### config.mk
export PLATFORM = sky130hd
export DESIGN_NAME = spy_serial_tx
export DESIGN_NICKNAME = d
export VERILOG_FILES = /design/src/rtl/spy_serial_tx_pkg.sv /design/src/rtl/spy_bit_timer.sv /design/src/rtl/spy_serial_tx.sv
export SDC_FILE = /design/constraint.sdc
export NUM_CORES = 1
export LEC_CHECK = 0
export BUFFER_PORTS_ARGS = -buffer_cell sky130_fd_sc_hd__buf_4
export CAP_MARGIN = 20
export CORE_ASPECT_RATIO = 1.5
export CORE_MARGIN = 2
export CORE_UTILIZATION = 45
export CTS_CLUSTER_SIZE = 40
export DETAILED_ROUTE_END_ITERATION = 8
export PLACE_DENSITY = 0.69
export SLEW_MARGIN = 40
export SYNTH_ARGS = -nofsm -noshare
export SYNTH_HDL_FRONTEND = slang
export SYNTH_SLANG_ARGS = --single-unit
### constraint.sdc
create_clock -name CLK -period 2.45 [get_ports CLK]
set_input_delay 0.3675 -clock CLK [delete_from_list [all_inputs] [get_ports CLK]]
set_output_delay 0.3675 -clock CLK [all_outputs]
set_load 0.02 [all_outputs]
### src/rtl/spy_serial_tx_pkg.sv
// Shared definitions for the spy serial link: frame state encoding, line levels
// and the default bit period used by both the transmitter and the receiver.
package spy_serial_tx_pkg;

  typedef enum logic [2:0] {
    ST_IDLE  = 3'd0,
    ST_START = 3'd1,
    ST_DATA  = 3'd2,
    ST_PAR   = 3'd3,
    ST_STOP  = 3'd4
  } tx_state_t;

  localparam logic LINE_IDLE       = 1'b1;
  localparam int   SPY_DEFAULT_DIV = 16;

  // Odd parity over a zero-extended word; the extension bits do not change the XOR.
  function automatic logic odd_parity(input logic [31:0] d);
    return ~(^d);
  endfunction

endpackage

### src/rtl/spy_bit_timer.sv
// DIV-modulus bit-period counter with synchronous clear. Pulses o_bit_end on the
// last clock of each bit and o_near_end on the clock before it.
module spy_bit_timer
  import spy_serial_tx_pkg::*;
#(
  parameter int DIV = SPY_DEFAULT_DIV
) (
  input  logic i_clk,
  input  logic i_clr,
  input  logic i_run,
  output logic o_near_end,
  output logic o_bit_end
);

  localparam int            CW   = $clog2(DIV);
  localparam logic [CW-1:0] LAST = CW'(DIV - 1);
  localparam logic [CW-1:0] PREV = CW'(DIV - 2);

  logic [CW-1:0] r_count;

  always_ff @(posedge i_clk) begin
    if (i_clr) begin
      r_count <= '0;
    end else if (i_run) begin
      r_count <= (r_count == LAST) ? '0 : r_count + 1'b1;
    end
  end

  assign o_bit_end  = i_run && (r_count == LAST);
  assign o_near_end = i_run && (r_count == PREV);

endmodule

### src/rtl/spy_serial_tx.sv
// Spy link transmitter: start bit, WIDTH data bits LSB-first, optional odd parity,
// stop bit. Handshake: a word transfers on any CLK edge where LOAD and READY are both high.
module spy_serial_tx
  import spy_serial_tx_pkg::*;
#(
  parameter int WIDTH  = 16,
  parameter int DIV    = SPY_DEFAULT_DIV,
  parameter int PARITY = 1
) (
  input  logic             CLK,
  input  logic             CLR,
  input  logic [WIDTH-1:0] DATA,
  input  logic             LOAD,
  output logic             READY,
  output logic             BUSY,
  output logic             TXD
);

  localparam int            BW       = (WIDTH > 1) ? $clog2(WIDTH) : 1;
  localparam logic [BW-1:0] LAST_BIT = BW'(WIDTH - 1);

  tx_state_t        r_state;
  logic [WIDTH-1:0] r_shift;
  logic [BW-1:0]    r_bitcnt;
  logic             r_par;
  logic             r_ready;
  logic             r_busy;
  logic             r_txd;

  logic             w_accept;
  logic             w_bit_end;
  logic             w_near_end;
  logic [WIDTH-1:0] w_shift_next;

  assign w_accept     = LOAD && r_ready && !CLR;
  assign w_shift_next = r_shift >> 1;

  spy_bit_timer #(.DIV(DIV)) u_timer (
    .i_clk      (CLK),
    .i_clr      (CLR || w_accept),
    .i_run      (r_state != ST_IDLE),
    .o_near_end (w_near_end),
    .o_bit_end  (w_bit_end)
  );

  always_ff @(posedge CLK) begin
    if (CLR) begin
      r_state  <= ST_IDLE;
      r_shift  <= '0;
      r_bitcnt <= '0;
      r_par    <= 1'b0;
      r_ready  <= 1'b1;
      r_busy   <= 1'b0;
      r_txd    <= LINE_IDLE;
    end else if (w_accept) begin
      // Reached from IDLE or from the final stop clock, so back-to-back frames have no gap.
      r_state  <= ST_START;
      r_shift  <= DATA;
      r_par    <= odd_parity(32'(DATA));
      r_bitcnt <= '0;
      r_ready  <= 1'b0;
      r_busy   <= 1'b1;
      r_txd    <= 1'b0;
    end else begin
      case (r_state)
        ST_IDLE: begin
          r_ready <= 1'b1;
          r_busy  <= 1'b0;
          r_txd   <= LINE_IDLE;
        end
        ST_START: begin
          if (w_bit_end) begin
            r_state <= ST_DATA;
            r_txd   <= r_shift[0];
          end
        end
        ST_DATA: begin
          if (w_bit_end) begin
            r_shift <= w_shift_next;
            if (r_bitcnt == LAST_BIT) begin
              r_bitcnt <= '0;
              if (PARITY != 0) begin
                r_state <= ST_PAR;
                r_txd   <= r_par;
              end else begin
                r_state <= ST_STOP;
                r_txd   <= LINE_IDLE;
              end
            end else begin
              r_bitcnt <= r_bitcnt + 1'b1;
              r_txd    <= w_shift_next[0];
            end
          end
        end
        ST_PAR: begin
          if (w_bit_end) begin
            r_state <= ST_STOP;
            r_txd   <= LINE_IDLE;
          end
        end
        ST_STOP: begin
          if (w_near_end) begin
            r_ready <= 1'b1;
          end
          if (w_bit_end) begin
            r_state <= ST_IDLE;
            r_busy  <= 1'b0;
          end
        end
        default: begin
          r_state <= ST_IDLE;
          r_ready <= 1'b1;
          r_busy  <= 1'b0;
          r_txd   <= LINE_IDLE;
        end
      endcase
    end
  end

  assign READY = r_ready;
  assign BUSY  = r_busy;
  assign TXD   = r_txd;

endmodule

==> flow_summary.ini, run 1 <==
[setup_path]
path_class = flip-flop to flip-flop
worstSetupStartpointType = flip-flop
cp_slowest_cell = dfxtp_1
critPathRequiredTime_ns = 2.63
r2r_slack_ns = 0.66
crit_path_max_fanout = 20
cp.arrival_ns = 1.98
path_cells = ha_1 -> nand3_4 -> nor3_4 -> buf_4 -> mux2i_1 -> a211oi_1
endpoint_kind = flip-flop
cpPeakStageDelay_ns = 0.39

[cells_and_area]
fin_util = 0.537
nFillCells = 332
drive_gt1_frac = 0.161
layout.nets = 216
final_area_sq_um = 1820
diodes = 0
fin_cells = 235
area_delta_synth_final_pct = 15.5

[power]
switching_power_mw = 0.272
clockPowerShare = 0.335
pwr-share-comb = 0.154
ir_drop_v = 0.000431
powerDensity_nw_per_um2 = 595
p_int_mw = 0.809
p_leak_nw = 0.656
p_seq_frac = 0.511
p_total_mw = 1.08
swShare = 0.251

[global_route]
overflow = 0
grtUsageTotal = 0.184
grt_max_degree = 33
grt_pass1_wl_mm = 5.46
first_global_vias = 1286
grt_antenna_before_repair = 0

[cts]
cts_tree = built
cts_root_buf = clkbuf_8
cts_hold_buf = 0
post_cts.resized_instances = 0
cts_max_path_buffers = 2
clk_latency_ns = 0.28
clk_pin_slew_worst_paths_ns = 0.06
cts_made_buffers = 5
cts_setup_buffers = 0
ctsHtreeMaxLevel = 2
cts.sinks = 31

[routing]
ant_nets = 0
drt_iter0_markers = 12
first_pass_iters = 4
routed_wl_mm = 3.17
viasPerCell = 5.34
wl_per_cell_um = 13.5
drc_errors = 0
vias = 1254

[status]
outcome = finished clean

[die]
row_count = 26
design.die.area_sq_um = 4000
fp.dieW_um = 52.3
die_h_um = 76.4
initial_core_util = 0.465
ioPinCount = 22
core-area_sq_um = 3380

[logic_synthesis]
synth_edf_count = 0
synthFlopType = dfxtp_1
synth.net_count = 196
synth-seq-area-share = 0.394
synth_area_per_cell_sq_um = 9.05
ys_async_sr_fraction = 0
ys_types = 33
syn_area_sq_um = 1570
ys_ff_latch = 31
synth_top_area_cell = dfxtp_1
synth_top_area_frac = 0.394
synth_area_leaders = dfxtp_1, mux2i_1, xnor2_1
synthCells = 174
synth_warnings = 0

[placed_design]
gp_congestion = 0.754
placedCellCount = 229
io_buffer_count = 21
hpwl_mm = 2.30
place_area_sq_um = 1750
pre_cts_slack_ns = 0.692

[sta]
fin_ws_ns = 0.656
report.final.hold_viol_count = 0
period_share = 0.732
rsz0062_at_grt = false
relSlewSlack = 0.726
setup-violations-final = 0
min_period_ns = 1.79
setup-tns-final_ns = 0
skew_ns = 0.00701
worstMarginPinSlew_ns = 0.410
fmax_mhz = 557
hold_ws_ns = 0.384
slew_viol_final = 0

[worst_hold_path]
hold_path_class = primary input to flip-flop

[job]
maxCapViolations = 0
[cells by family after synthesis]
family,synth area share
buf+inv,0.0390
xor+xnor,0.100
fa+ha+maj,0.0238
simple gates,0.180
flops,0.394
mux,0.109
compound gates,0.153
[final timing paths]
| check | from | endpoint | cells past startpoint |
|---|---|---|---|
| worst max-delay path | u_timer.r_count[0] | r_shift[3] | 6 |
| worst max register to register | u_timer.r_count[0] | r_shift[3] | 6 |
| worst min register to register | r_par | r_par | 2 |
| worst min-delay path | DATA[15] | r_shift[15] | 3 |
[Yosys cell counts (3+ instances only)]
| cell | number |
|---|---|
| dfxtp_1 | 31 |
| ha_1 | 3 |
| nor3_1 | 4 |
| nand3b_1 | 3 |
| mux2i_1 | 16 |
| a21oi_1 | 7 |
| nand3_1 | 4 |
| a211oi_1 | 16 |
| xnor2_1 | 14 |
| nand2_1 | 8 |
| clkbuf_1 | 7 |
| nand2b_1 | 3 |
| xor2_1 | 4 |
| nor2_1 | 28 |
[flip-flops by register name (all words and copies together) (netlist names)]
signal and count:
TXD 1, u_timer.r_count 4, r_bitcnt 4, r_state 3, BUSY 1, READY 1, r_par 1, r_shift 16
[layout by cell type (no fill, tap or decap), types with 2 or more instances in the layout]
cell	netlist	layout
nand3b_1	3	3
a21oi_1	7	7
nor2_1	28	28
nand2b_1	3	3
nor3_1	4	4
o21a_1	2	2
o21ai_0	2	2
mux2i_1	16	16
inv_1	2	2
or3_1	2	2
clkbuf_8	0	5
nand3_1	4	4
xor2_1	4	4
dfxtp_1	31	31
nand2_1	8	8
xnor2_1	14	14
o21bai_1	2	2
ha_1	3	3
buf_4	0	23
o21ai_1	2	2
a211oi_1	16	16
[cell type report]
| cell class | instances | area (sq um) | share of cell area |
|---|---|---|---|
| Clock buffer | 6 | 72.6 | 0.0399 |
| Inverter | 2 | 7.51 | 0.00413 |
| Multi-Input combinational cell | 131 | 892 | 0.491 |
| Sequential cell | 31 | 621 | 0.341 |
| Tap cell | 42 | 52.6 | 0.0289 |
| Timing Repair Buffer | 23 | 173 | 0.0950 |
[routing by layer]
layer,track usage,part of all wire
met5,0,0
met4,0.0949,0.025
met3,0.0549,0.036
met2,0.314,0.55
met1,0.196,0.39
[power groups by stage]
stage | Combinational [mW] | Sequential (mW) | Clock, mW
floorplan | 0.113 | 0.563 | 0
global placement | 0.164 | 0.563 | 0
detailed placement | 0.168 | 0.564 | 0
CTS | 0.169 | 0.553 | 0.374
global route | 0.186 | 0.556 | 0.402
finish | 0.167 | 0.553 | 0.362
[critical path, delay by kind of cell, from the launching register on]
family          cells  cell delay [ns]
compound gates      1             0.26
fa+ha+maj           1             0.26
buf+inv             1             0.32
flops               1             0.39
mux                 1             0.13
simple gates        2             0.33
Note: power is estimated with default switching activity, not from simulation.
==> inputs of run 2 (changes only) <==
==> constraint.sdc (replaced) <==
create_clock -name CLK -period 1.87 [get_ports CLK]
set_input_delay 0.2805 -clock CLK [delete_from_list [all_inputs] [get_ports CLK]]
set_output_delay 0.2805 -clock CLK [all_outputs]
set_load 0.02 [all_outputs]
==> run 2 against run 1 <==
Net effect: global-route usage down 0.41 points; first-iteration DRC count rose by 83%; cell area rose by 0.62%; core utilization up 0.33 points; clock power is 30% higher; hold slack got worse by 0.092 ns; critical endpoint is now r_bitcnt[3]; sequential power grew 31%; clock-buffer cell count is the same; wire length is 0.66% higher; clock skew is essentially flat; critical path type unchanged.
==> flow_summary.ini, run 2 (synthesis gave the netlist of run 1 again) <==
[routing]
vias = 1296
first_pass_iters = 4
wl_per_cell_um = 13.5
ant_nets = 0
drt_iter0_markers = 22
viasPerCell = 5.49
routed_wl_mm = 3.19
drc_errors = 0

[sta]
skew_ns = 0.00663
rsz0062_at_grt = false
slew_viol_final = 0
report.final.hold_viol_count = 0
relSlewSlack = 0.718
min_period_ns = 1.72
worstMarginPinSlew_ns = 0.423
period_share = 0.921
setup-violations-final = 0
setup-tns-final_ns = 0
fmax_mhz = 581

[global_route]
grt_antenna_before_repair = 0
grtUsageMet2 = 0.311
grt_use_met3 = 0.0412
top_usage_layer = met2
grt_pass1_wl_mm = 5.49
grt_max_degree = 33
overflow = 0
grtUsageTotal = 0.180
grtUsageMet1 = 0.204
first_global_vias = 1258

[power]
p_leak_nw = 0.662
ir_drop_v = 0.000703
powerDensity_nw_per_um2 = 774
p_total_mw = 1.42

[setup_path]
cp_slowest_cell = dfxtp_1
path_cells = ha_1 -> nand3_4 -> nor3_4 -> nand2_1 -> or3_1 -> a21oi_1
worstSetupStartpointType = flip-flop
cp.arrival_ns = 1.92
endpoint_kind = flip-flop
crit_path_max_fanout = 7
cpPeakStageDelay_ns = 0.41
critPathRequiredTime_ns = 2.07
path_class = flip-flop to flip-flop

[die]
die_h_um = 76.4
core-area_sq_um = 3380
fp.dieW_um = 52.3
row_count = 26
initial_core_util = 0.465
ioPinCount = 22
design.die.area_sq_um = 4000

[cts]
ctsHtreeMaxLevel = 2
cts_tree = built
cts_max_path_buffers = 2
cts_setup_buffers = 0
cts_root_buf = clkbuf_8
cts.sinks = 31
cts_hold_buf = 0
clk_latency_ns = 0.28
clk_pin_slew_worst_paths_ns = 0.06
cts_made_buffers = 5

[cells_and_area]
top_regs = r_shift: 16 flops, r_bitcnt: 4 flops, u_timer.r_count: 4 flops
layout_common_cells = dfxtp_1, nor2_1, buf_4, mux2i_1, a211oi_1
nFillCells = 339
top_register = r_shift
final_common_cell = dfxtp_1
layout.nets = 217
area_delta_synth_final_pct = 16.2
drive_gt1_frac = 0.165
diodes = 0
largest_reg_flops = 16

[worst_hold_path]
hold_path_class = primary input to flip-flop

[placed_design]
hpwl_mm = 2.33
io_buffer_count = 21
gp_congestion = 0.807

[job]
maxCapViolations = 0

[status]
outcome = finished clean
-- run 2: cell types whose count changed in the layout (fill, tap and decap cells not counted), sizes merged --
cell	delta
buf	+1
-- run 2: layout make-up --
cell class                      instances  area [sq um]  area share
Clock buffer                            6          72.6      0.0397
Tap cell                               42          52.6      0.0287
Timing Repair Buffer                   24           184       0.101
Inverter                                2          7.51     0.00410
Multi-Input combinational cell        131           892       0.488
Sequential cell                        31           621       0.339
-- run 2: metrics by stage --
step | util | setup WS (ns) | area (sq um) | hold slack [ns] | std cells
final | 0.541 | 0.147 | 1830 | 0.292 | 236
after global routing | 0.541 | 0.0181 | 1830 | 0.301 | 236
after CTS | 0.540 | 0.112 | 1830 | 0.287 | 236
after detailed placement | 0.518 | 0.138 | 1750 | 0.467 | 230
after global placement | 0.518 | 0.187 | 1750 | 0.461 | 230
after floorplan | - | 0.323 | 1570 | 0.433 | 174
-- run 2: power by group --
group | total [mW] | internal (mW) | switching (mW)
Clock | 0.471 | 0.247 | 0.224
Sequential | 0.725 | 0.700 | 0.0250
Combinational | 0.220 | 0.113 | 0.107
-- run 2: worst paths after layout --
path / startpoint / endpoint / slack (ns) / cells after the start
worst min register to register: r_par / r_par / 0.48 / 2
worst max-delay path: u_timer.r_count[0] / r_bitcnt[3] / 0.15 / 6
worst max register to register: u_timer.r_count[0] / r_bitcnt[3] / 0.15 / 6
worst min-delay path: DATA[15] / r_shift[15] / 0.29 / 3
-- run 2: critical path, delay by kind of cell, from the launching register on --
family | cells | cell delay, ns
simple gates | 4 | 0.82
flops | 1 | 0.41
fa+ha+maj | 1 | 0.28
compound gates | 1 | 0.14
-- run 2: layer usage --
metal  part of all wire  vias to the layer above  wire [um]
met1               0.41                      605       1300
met2               0.53                       34       1690
met5                  0                        -          0
met4              0.020                        0         63
li1                   -                      648          -
met3              0.042                        9        134
-- run 2: repair_timing --
item	4_1_cts	5_1_grt
endpoints found under the setup margin	0	10
gates resized for setup	0	1
endpoints found under the hold margin	0	0
